$ cat config.mk
export PLATFORM = sky130hd
export DESIGN_NAME = read_fifo16
export DESIGN_NICKNAME = d
export VERILOG_FILES = /design/src/rtl/read_fifo16.sv
export SDC_FILE = /design/constraint.sdc
export NUM_CORES = 1
export LEC_CHECK = 0
export CORE_MARGIN = 8
export CORE_UTILIZATION = 58
export DETAILED_ROUTE_END_ITERATION = 7
export GPL_ROUTABILITY_DRIVEN = 0
export PLACE_DENSITY_LB_ADDON = 0.1
export SETUP_SLACK_MARGIN = 0.2
export SLEW_MARGIN = 20
export SYNTH_ARGS = -nofsm -noshare
export SYNTH_HDL_FRONTEND = slang
export SYNTH_SLANG_ARGS = --single-unit
$ cat constraint.sdc
create_clock -name Clk -period 3.8 [get_ports Clk]
set_input_delay 0.76 -clock Clk [delete_from_list [all_inputs] [get_ports Clk]]
set_output_delay 0.76 -clock Clk [all_outputs]
set_load 0.1 [all_outputs]
$ cat src/rtl/read_fifo16.sv
// 16-bit FIFO filled from the Clk domain and drained by an asynchronous CPU
// read strobe; Rd/En/Addr are synchronized and a pop fires on the strobe's trailing edge.
module read_fifo16 #(
  parameter int DEPTH = 8
) (
  input  logic        Clk,
  input  logic        Reset,
  input  logic        Push,
  input  logic [15:0] PushData,
  output logic        Full,
  output logic        Empty,
  input  logic        En,
  input  logic        Rd,
  input  logic        Addr,
  output logic [15:0] DataRd
);
  localparam int PW = $clog2(DEPTH);

  logic [15:0]   mem [DEPTH];
  logic [PW-1:0] rdPtr, wrPtr;
  logic [4:0]    count;
  logic          overflow, underflow;
  logic          rdS1, rdS2, rdS3, enS1, enS2, addrS1, addrS2;
  logic          access, popReq, clrReq, popOk, pushOk;
  logic [15:0]   status;

  always_ff @(posedge Clk or posedge Reset) begin
    if (Reset) begin
      {rdS1, rdS2, rdS3}   <= '0;
      {enS1, enS2}         <= '0;
      {addrS1, addrS2}     <= '0;
    end else begin
      rdS1   <= Rd;
      rdS2   <= rdS1;
      rdS3   <= rdS2;
      enS1   <= En;
      enS2   <= enS1;
      addrS1 <= Addr;
      addrS2 <= addrS1;
    end
  end

  // Trailing edge of the strobe: a Rd fall before edge k is acted on at edge k+2.
  assign access = rdS3 & ~rdS2 & enS2;
  assign popReq = access & ~addrS2;
  assign clrReq = access & addrS2;

  assign Empty  = (count == 5'd0);
  assign Full   = (count == 5'(DEPTH));
  assign popOk  = popReq & ~Empty;
  // When full, a concurrent pop frees the slot the push is about to reuse.
  assign pushOk = Push & (~Full | popOk);

  always_ff @(posedge Clk or posedge Reset) begin
    if (Reset) begin
      rdPtr     <= '0;
      wrPtr     <= '0;
      count     <= '0;
      overflow  <= 1'b0;
      underflow <= 1'b0;
    end else begin
      if (pushOk) wrPtr <= wrPtr + PW'(1);
      if (popOk)  rdPtr <= rdPtr + PW'(1);
      count     <= count + 5'(pushOk) - 5'(popOk);
      // Sticky flags: a status read clears them, but a fresh event that cycle wins.
      overflow  <= (Push & ~pushOk) | (overflow & ~clrReq);
      underflow <= (popReq & Empty) | (underflow & ~clrReq);
    end
  end

  always_ff @(posedge Clk) begin
    if (pushOk) mem[wrPtr] <= PushData;
  end

  always_comb begin
    status = {7'b0, underflow, overflow, Full, Empty, count};
    DataRd = 16'h0000;
    if (Addr)        DataRd = status;
    else if (!Empty) DataRd = mem[rdPtr];
  end
endmodule

# Word level (Yosys, flattened, before mapping)
# Memories as Yosys holds them, arrays and structs flattened.
# Cells that the tools add are included.
op_classes:
  addsub: 4
  n_mul: 0
  div_mod_pow: 0
  n_lt_le_gt_ge: 0
  eq_ne: 1
  n_shift: 0
  n_mux: 4
  bitwise_logic: 19
  reduce_logical: 1
op_table:
  columns: ["cell", "n"]
  rows:
  - ["$mux W16", 2]
  - ["$and A1 B1 Y1", 10]
  - ["$add A3 B1 Y3 const B", 2]
  - ["$not A1 Y1", 6]
  - ["$add A5 B1 Y5", 1]
  - ["$eq A5 B4 Y1 const B", 1]
  - ["$logic_not A5 Y1", 1]
  - ["$sub A5 B1 Y5", 1]
  - ["$or A1 B1 Y1", 3]
  - ["$mux W1", 2]
word_totals:
  ff_bits: 20
  latchBits: 0
  mem_bits_rw: 128
  romBits: 0
  input_bits: 22
  output_inout_bits: 18
  elab_cells: 42
  n_memories: 1
memory_table:
  columns: ["name", "depth", "word_bits", "rd", "rd_clocked_by_memory_dff", "write_ports", "line_no", "source"]
  rows:
  - ["mem", 8, 16, 1, 0, 1, "19", "logic [15:0] mem [DEPTH];"]

# Logic depth before layout (Yosys ltp)
# Gate-level depths: netlist of run 1.
depth:
  ltp_word: 10
  mapped_depth: 11
  depth_no_buf: 10

# Least setup slack after synthesis of run 1
# Ideal clock, no wire load.
synth_path:
  path_type: "input to output"
  from: "input port Addr"
  to: "output port DataRd[6]"
  t_arrival_ps: 3715
  t_required_ps: 3040
  path_slack_ps: -675
  path_stages: 5
  path_buffers: 3
  path_cell_list: "buf_1 or2_0 buf_4 buf_6 o31ai_1"
synth_via:
  elab_chain_cells: 1
synth_lines:
  columns: ["element", "line_no", "source"]
  rows:
  - ["start, declared", "14", "input logic Addr,"]
  - ["$mux W16", "78", "if (Addr) DataRd = status;"]
  - ["end, declared", "15", "output logic [15:0] DataRd"]
# Every way passes these cells.

# Final worst setup path of run 1
layout_path:
  from: "register count[3]"
  to: "output port DataRd[6]"
layout_via:
  elab_chain_cells: 3
  elab_cells_between_ends: 4
  classes_between: "eq/ne: 1; mux: 2; reduce/logical: 1"
layout_lines:
  columns: ["element", "line_no", "source"]
  rows:
  - ["start, declared", "21", "logic [4:0] count;"]
  - ["start signal, assigned", "64", "count <= count + 5'(pushOk) - 5'(popOk);"]
  - ["$logic_not A5 Y1", "48", "assign Empty = (count == 5'd0);"]
  - ["$mux W16", "79", "else if (!Empty) DataRd = mem[rdPtr];"]
  - ["$mux W16 *", "78", null]
# Every way passes the cells marked *; elsewhere a longest branch is shown, timed or not.

==> results.sh, run 1 <==
export IMPL_status="finished, final reports clean"
export IMPL_ir_drop_v=0.000650
export IMPL_overflow=0
export IMPL_portBuffers=39
export IMPL_die_area_um2=14000
export IMPL_die_x_um=118
export IMPL_drc=0
export IMPL_dpl_worst_slack_ps=496
export IMPL_endpoint_kind="output pin"
export IMPL_synth_area_top_cells="edfxtp_1 (63%), dfrtp_1 (8.2%), mux4_2 (7.8%), mux2_2 (3.7%), ha_1 (1.6%)"
export IMPL_io_pins=40
export IMPL_post_route_period_util=0.898
export IMPL_min_path_type="register to register"
export IMPL_p_leak_nw=2.61
export IMPL_htreeDepth=4
export IMPL_ys_seq_area_frac=0.714
export IMPL_path_clk_slew_ps=60
export IMPL_async_flop_share=0.135
export IMPL_nets=417
export IMPL_critical_path_required_ps=3040
export IMPL_die_height_um=118
export IMPL_clockBufferDepth=2
export IMPL_path_delay_family="buffers and inverters"
export IMPL_antenna_found_initial=0
export IMPL_slew_headroom=0.479
export IMPL_synthFlopType="edfxtp_1"
export IMPL_row_count=37
export IMPL_dp_cells=503
export IMPL_synth_top_cell_area_share=0.631
export IMPL_min_period_ps=3410
export IMPL_grt_first_pass_wirelength_um=18800
export IMPL_avgSynthCellArea_um2=18.6
export IMPL_coreArea_um2=10300
export IMPL_path_max_fanout=9
export IMPL_fin_hold_ws_ps=349
export IMPL_p_total_mw=6.35
export IMPL_syn_area_um2=6090
export IMPL_wl_per_cell_um=22.0
export IMPL_reg2reg_setup_slack_ps=1040
export IMPL_crit_start="count[3]$_DFF_PP0_"
export IMPL_synth_common_cells="edfxtp_1 (128), mux4_2 (21), dfrtp_1 (20), mux2_2 (20), nand2_1 (12)"
export IMPL_grt_total_usage=0.178
export IMPL_cap_viol_max_count=0
export IMPL_syn_inst=328
export IMPL_cts_root_buf="clkbuf_8"
export IMPL_drt_total_wl_um=11800
export IMPL_dp_hpwl_um=7410
export IMPL_cts_setup_buffers=0
export IMPL_fmax_mhz=293
export IMPL_post_drt_via_cell_ratio=5.88
export IMPL_setup_slack_ps=388
export IMPL_r2r_end="mem[6][9]$_DFFE_PP_"
export IMPL_finalSetupViolCount=0
export IMPL_whs_path_depth=0
export IMPL_drt_pass1_iter_count=4
export IMPL_startpoint_type="register"
export IMPL_holdBufCountCts=0
export IMPL_skew_ps=7.37
export IMPL_synth_top_cell_by_area="edfxtp_1"
export IMPL_holdCritStartpoint="addrS1$_DFF_PP0_"
export IMPL_cp_slowest_stage_delay_ps=430
export IMPL_syn_to_final_growth_pct=22.9
export IMPL_ff2ff_path_depth=7
export IMPL_final_cell_count_no_fill=535
export IMPL_synth_most_common_cell="edfxtp_1"
export IMPL_yosysWarnings=0
export IMPL_drt_initial_drc_count=242
export IMPL_powerDensity_nw_per_um2=849
export IMPL_crit_slowest_cell="or2_0"
export IMPL_drv_slew=0
export IMPL_whs_endpoint="addrS2$_DFF_PP0_"
export IMPL_synth_fp_nets=359
export IMPL_crit_type="register to output pin"
export IMPL_rr_startpoint="count[3]$_DFF_PP0_"
export IMPL_numCtsBuffers=17
export IMPL_cts_tree="yes"
export IMPL_worstPathArrival_ps=2650
export IMPL_ys_types=44
export IMPL_worst_slew_pin_slew_ps=780
export IMPL_dr_total_vias=3146
export IMPL_antenna_left=0
export IMPL_rsz0062_at_grt="false"
export IMPL_final_hold_viol_count=0
export IMPL_grt_pass1_vias=3365
export IMPL_initial_utilization=0.592
export IMPL_critPathBufInv=3
export IMPL_synth_edf_count=128
export IMPL_clk_latency_ps=520
export IMPL_grt_max_degree=27
export IMPL_ys_ff_latch=148
export IMPL_final_layout_size_suffix_gt1_frac=0.318
export IMPL_diodes=0
export IMPL_crit_chain="inv_1 > ha_1 > nor4b_4 > or2_0 > buf_4 > o31ai_2 > buf_12"
export IMPL_cts_sinks=148
export IMPL_cts_resized=0
-- report_power, final --
part | internal, mW | switching, mW
Sequential | 2.03 | 0.182
Combinational | 1.02 | 1.45
Clock | 1.01 | 0.650
Total | 4.07 | 2.28
-- worst register-to-register path, delay by kind of cell (launching register included) --
kind	cells	cell delay [ps]
AOI/OAI and AO/OA	1	460
DFF	1	420
buffers and inverters	3	570
and+or+nand+nor	2	830
adders and majority gates	1	190
-- worst max path at each step --
| stage | end | slack, ps | depth (start not counted) |
|---|---|---|---|
| 2_1_floorplan | DataRd[0] | -550 | 4 |
| 3_3_place_gp | DataRd[6] | 540 | 5 |
| 3_5_place_dp | DataRd[6] | 500 | 5 |
| 4_1_cts | DataRd[6] | 360 | 7 |
| 5_1_grt | DataRd[6] | 250 | 7 |
| 6_report | DataRd[6] | 390 | 7 |
-- state kept, by name, indices dropped and copies added (netlist names), 3 cells and up --
name   cells
rdPtr      3
wrPtr      3
count      5
mem      128
-- cells in the final DEF (no fill, tap or decap), types with 3 or more instances in the layout --
cell type / count
nor2_1: 8
ha_1: 8
clkdlybuf4s50_1: 21
xor2_1: 4
nand2_1: 12
nor3_2: 4
edfxtp_1: 128
o211ai_1: 3
mux2i_1: 8
nor3b_2: 4
buf_12: 17
o22ai_1: 10
inv_1: 5
nand2b_1: 6
nand3b_1: 4
a21oi_1: 4
nor2b_1: 7
inv_6: 4
buf_4: 20
mux2_2: 20
dfrtp_1: 19
or2_2: 3
clkbuf_16: 16
bufinv_16: 3
mux4_2: 21
o31ai_1: 6
o311ai_0: 3
-- stage by stage --
| stage | utilization | TNS [ps] | cell area, µm² |
|---|---|---|---|
| CTS | 0.728 | 0 | 7480 |
| finish | 0.728 | 0 | 7480 |
| global route | 0.728 | 0 | 7480 |
| floorplan | - | -3300 | 6120 |
| global placement | 0.670 | 0 | 6890 |
| detailed placement | 0.670 | 0 | 6890 |
-- kinds of logic (layout without fill, tap and decap cells) --
group | after synthesis | in the layout | synth area share
fa+ha+maj | 9 | 9 | 0.0197
buf+inv | 24 | 95 | 0.0273
flops | 148 | 148 | 0.714
xor+xnor | 6 | 6 | 0.00863
simple gates | 55 | 55 | 0.0555
compound gates | 35 | 35 | 0.0407
mux | 51 | 51 | 0.135
-- layer usage --
metal	vias up	wire [µm]	GRT usage
li1	1421	-	-
met1	1622	5230	0.229
met2	89	5830	0.290
met3	14	551	0.0528
met4	0	149	0.0522
met5	-	0	0
-- area by class of cell --
class / count / area (µm²)
clock inverter: 13 / 173
timing repair buffer: 58 / 701
inverter: 5 / 18.8
tap: 136 / 170
clock buffer: 19 / 422
multi-input combinational: 156 / 1650
fill: 657 / 2800
sequential: 148 / 4350
Note: power is estimated with default switching activity, not from simulation.
==> inputs of run 2 (changes only) <==
--- a/config.mk
+++ b/config.mk
@@ -5,6 +5,7 @@
 export SDC_FILE = /design/constraint.sdc
 export NUM_CORES = 1
 export LEC_CHECK = 0
+export CAP_MARGIN = 25
 export CORE_MARGIN = 8
 export CORE_UTILIZATION = 58
 export DETAILED_ROUTE_END_ITERATION = 7
==> results of run 2 <==
Same layout as run 1: the final DEF is identical, and so are final timing and power.
==> inputs of run 3 (changes only) <==
--- a/config.mk
+++ b/config.mk
@@ -8,9 +8,10 @@
 export CAP_MARGIN = 25
 export CORE_MARGIN = 8
 export CORE_UTILIZATION = 58
+export CTS_CLUSTER_SIZE = 25
 export DETAILED_ROUTE_END_ITERATION = 7
 export GPL_ROUTABILITY_DRIVEN = 0
-export PLACE_DENSITY_LB_ADDON = 0.1
+export PLACE_DENSITY = 0.77
 export SETUP_SLACK_MARGIN = 0.2
 export SLEW_MARGIN = 20
 export SYNTH_ARGS = -nofsm -noshare
==> results.sh, run 3 (synthesis results as in run 1) <==
export IMPL_status="finished, final reports clean"
export IMPL_row_count=37
export IMPL_critical_path_required_ps=3040
export IMPL_crit_type="register to output pin"
export IMPL_drc=0
export IMPL_die_x_um=118
export IMPL_grt_max_degree=33
export IMPL_rr_startpoint="count[2]$_DFF_PP0_"
export IMPL_grt_total_usage=0.188
export IMPL_worst_slew_pin_slew_ps=737
export IMPL_r2r_end="count[4]$_DFF_PP0_"
export IMPL_whs_path_depth=0
export IMPL_drv_slew=0
export IMPL_drt_total_wl_um=12500
export IMPL_die_area_um2=14000
export IMPL_critPathBufInv=4
export IMPL_crit_chain="inv_1 > ha_1 > nor4b_4 > buf_4 > or2_0 > buf_4 > o31ai_1 > buf_12"
export IMPL_nets=416
export IMPL_holdCritStartpoint="rdS1$_DFF_PP0_"
export IMPL_final_layout_size_suffix_gt1_frac=0.313
export IMPL_path_delay_family="buffers and inverters"
export IMPL_drt_pass1_iter_count=5
export IMPL_dr_total_vias=3214
export IMPL_final_hold_viol_count=0
export IMPL_final_core_util=0.728
export IMPL_overflow=0
export IMPL_met3_length_um=1010
export IMPL_diodes=0
export IMPL_htreeDepth=4
export IMPL_post_route_period_util=0.910
export IMPL_p_total_mw=6.44
export IMPL_final_common_cell="edfxtp_1"
export IMPL_crit_slowest_cell="o31ai_1"
export IMPL_dpl_worst_slack_ps=695
export IMPL_die_height_um=118
export IMPL_finalSetupViolCount=0
export IMPL_n_fill_cell=607
export IMPL_cts_resized=0
export IMPL_min_path_type="register to register"
export IMPL_setup_slack_ps=342
export IMPL_slew_headroom=0.508
export IMPL_dp_hpwl_um=7720
export IMPL_fmax_mhz=289
export IMPL_powerDensity_nw_per_um2=860
export IMPL_mostFrequentLayoutCells="edfxtp_1 (128), mux4_2 (21), clkdlybuf4s50_1 (21)"
export IMPL_io_pins=40
export IMPL_wl_met1_um=4960
export IMPL_dr_max_layer_used="met4"
export IMPL_ff2ff_path_depth=11
export IMPL_wl_per_cell_um=23.5
export IMPL_place_area_um2=6880
export IMPL_whs_endpoint="rdS2$_DFF_PP0_"
export IMPL_ir_drop_v=0.000489
export IMPL_post_drt_via_cell_ratio=6.04
export IMPL_design_area_um2=7480
export IMPL_numCtsBuffers=17
export IMPL_path_clk_slew_ps=60
export IMPL_crit_top_cell="buf_4"
export IMPL_clockBufferDepth=2
export IMPL_wl_met2_um=6260
export IMPL_startpoint_type="register"
export IMPL_coreArea_um2=10300
export IMPL_reg2reg_setup_slack_ps=1020
export IMPL_regMostFlops="mem"
export IMPL_p_leak_nw=2.62
export IMPL_cts_setup_buffers=0
export IMPL_cp_slowest_stage_delay_ps=480
export IMPL_portBuffers=39
export IMPL_top_regs="mem: 128 flops, count: 5 flops"
export IMPL_cts_sinks=148
export IMPL_min_period_ps=3460
export IMPL_drt_initial_drc_count=208
export IMPL_rsz0062_at_grt="false"
export IMPL_endpoint_kind="output pin"
export IMPL_syn_to_final_growth_pct=22.9
export IMPL_dp_cells=502
export IMPL_path_max_fanout=16
export IMPL_holdBufCountCts=0
export IMPL_grt_first_pass_wirelength_um=19600
export IMPL_worstPathArrival_ps=2700
export IMPL_clk_latency_ps=520
export IMPL_skew_ps=8.02
export IMPL_largest_reg_flops=128
export IMPL_cts_tree="yes"
export IMPL_initial_utilization=0.592
export IMPL_final_cell_count_no_fill=532
export IMPL_grt_pass1_vias=3456
export IMPL_antenna_found_initial=0
export IMPL_antenna_left=0
export IMPL_cts_root_buf="clkbuf_8"
export IMPL_cap_viol_max_count=0
run 3: final cells by class:
type	count	area, µm²	area share
Clock inverter	11	185	0.0247
Clock buffer	19	422	0.0563
Tap cell	136	170	0.0227
Timing Repair Buffer	57	693	0.0926
Sequential cell	148	4350	0.581
Inverter	5	18.8	0.00251
Multi-Input combinational cell	156	1650	0.220
run 3: per-layer routing:
layer / vias to the layer above / track usage
met1: 1648 / 0.236
li1: 1415 / -
met2: 128 / 0.295
met4: 0 / 0.0917
met3: 23 / 0.0543
met5: - / 0
run 3: per-stage QoR:
step / hold WS [ps] / TNS, ps
2_1_floorplan: 331 / -3300
3_3_place_gp: 333 / 0
3_5_place_dp: 344 / 0
4_1_cts: 353 / 0
5_1_grt: 354 / 0
6_report: 351 / 0
run 3: report_power, final:
| group | switching [mW] | internal (mW) | total [mW] |
|---|---|---|---|
| clock network | 0.600 | 1.12 | 1.72 |
| registers | 0.208 | 2.03 | 2.24 |
| logic | 1.46 | 1.02 | 2.48 |
run 3: worst register-to-register path: stages, from the launching register on:
cell and delay (ps):
dfrtp_1 400, inv_1 110, ha_1 200, nor4b_4 140, buf_4 180, or3_1 470
mux2i_1 160, ha_1 230, fa_1 410, a21oi_1 150, o21bai_1 90, xnor2_1 130
run 3: how the worst max path moves through the flow:
stage,from,endpoint,slack [ps],cells past startpoint
after detailed placement,Addr,DataRd[4],690,5
after global routing,count[2]$_DFF_PP0_,DataRd[4],250,8
final,count[2]$_DFF_PP0_,DataRd[4],340,8
after global placement,Addr,DataRd[0],760,5
after CTS,count[2]$_DFF_PP0_,DataRd[4],310,8
after floorplan,Addr,DataRd[0],-550,4
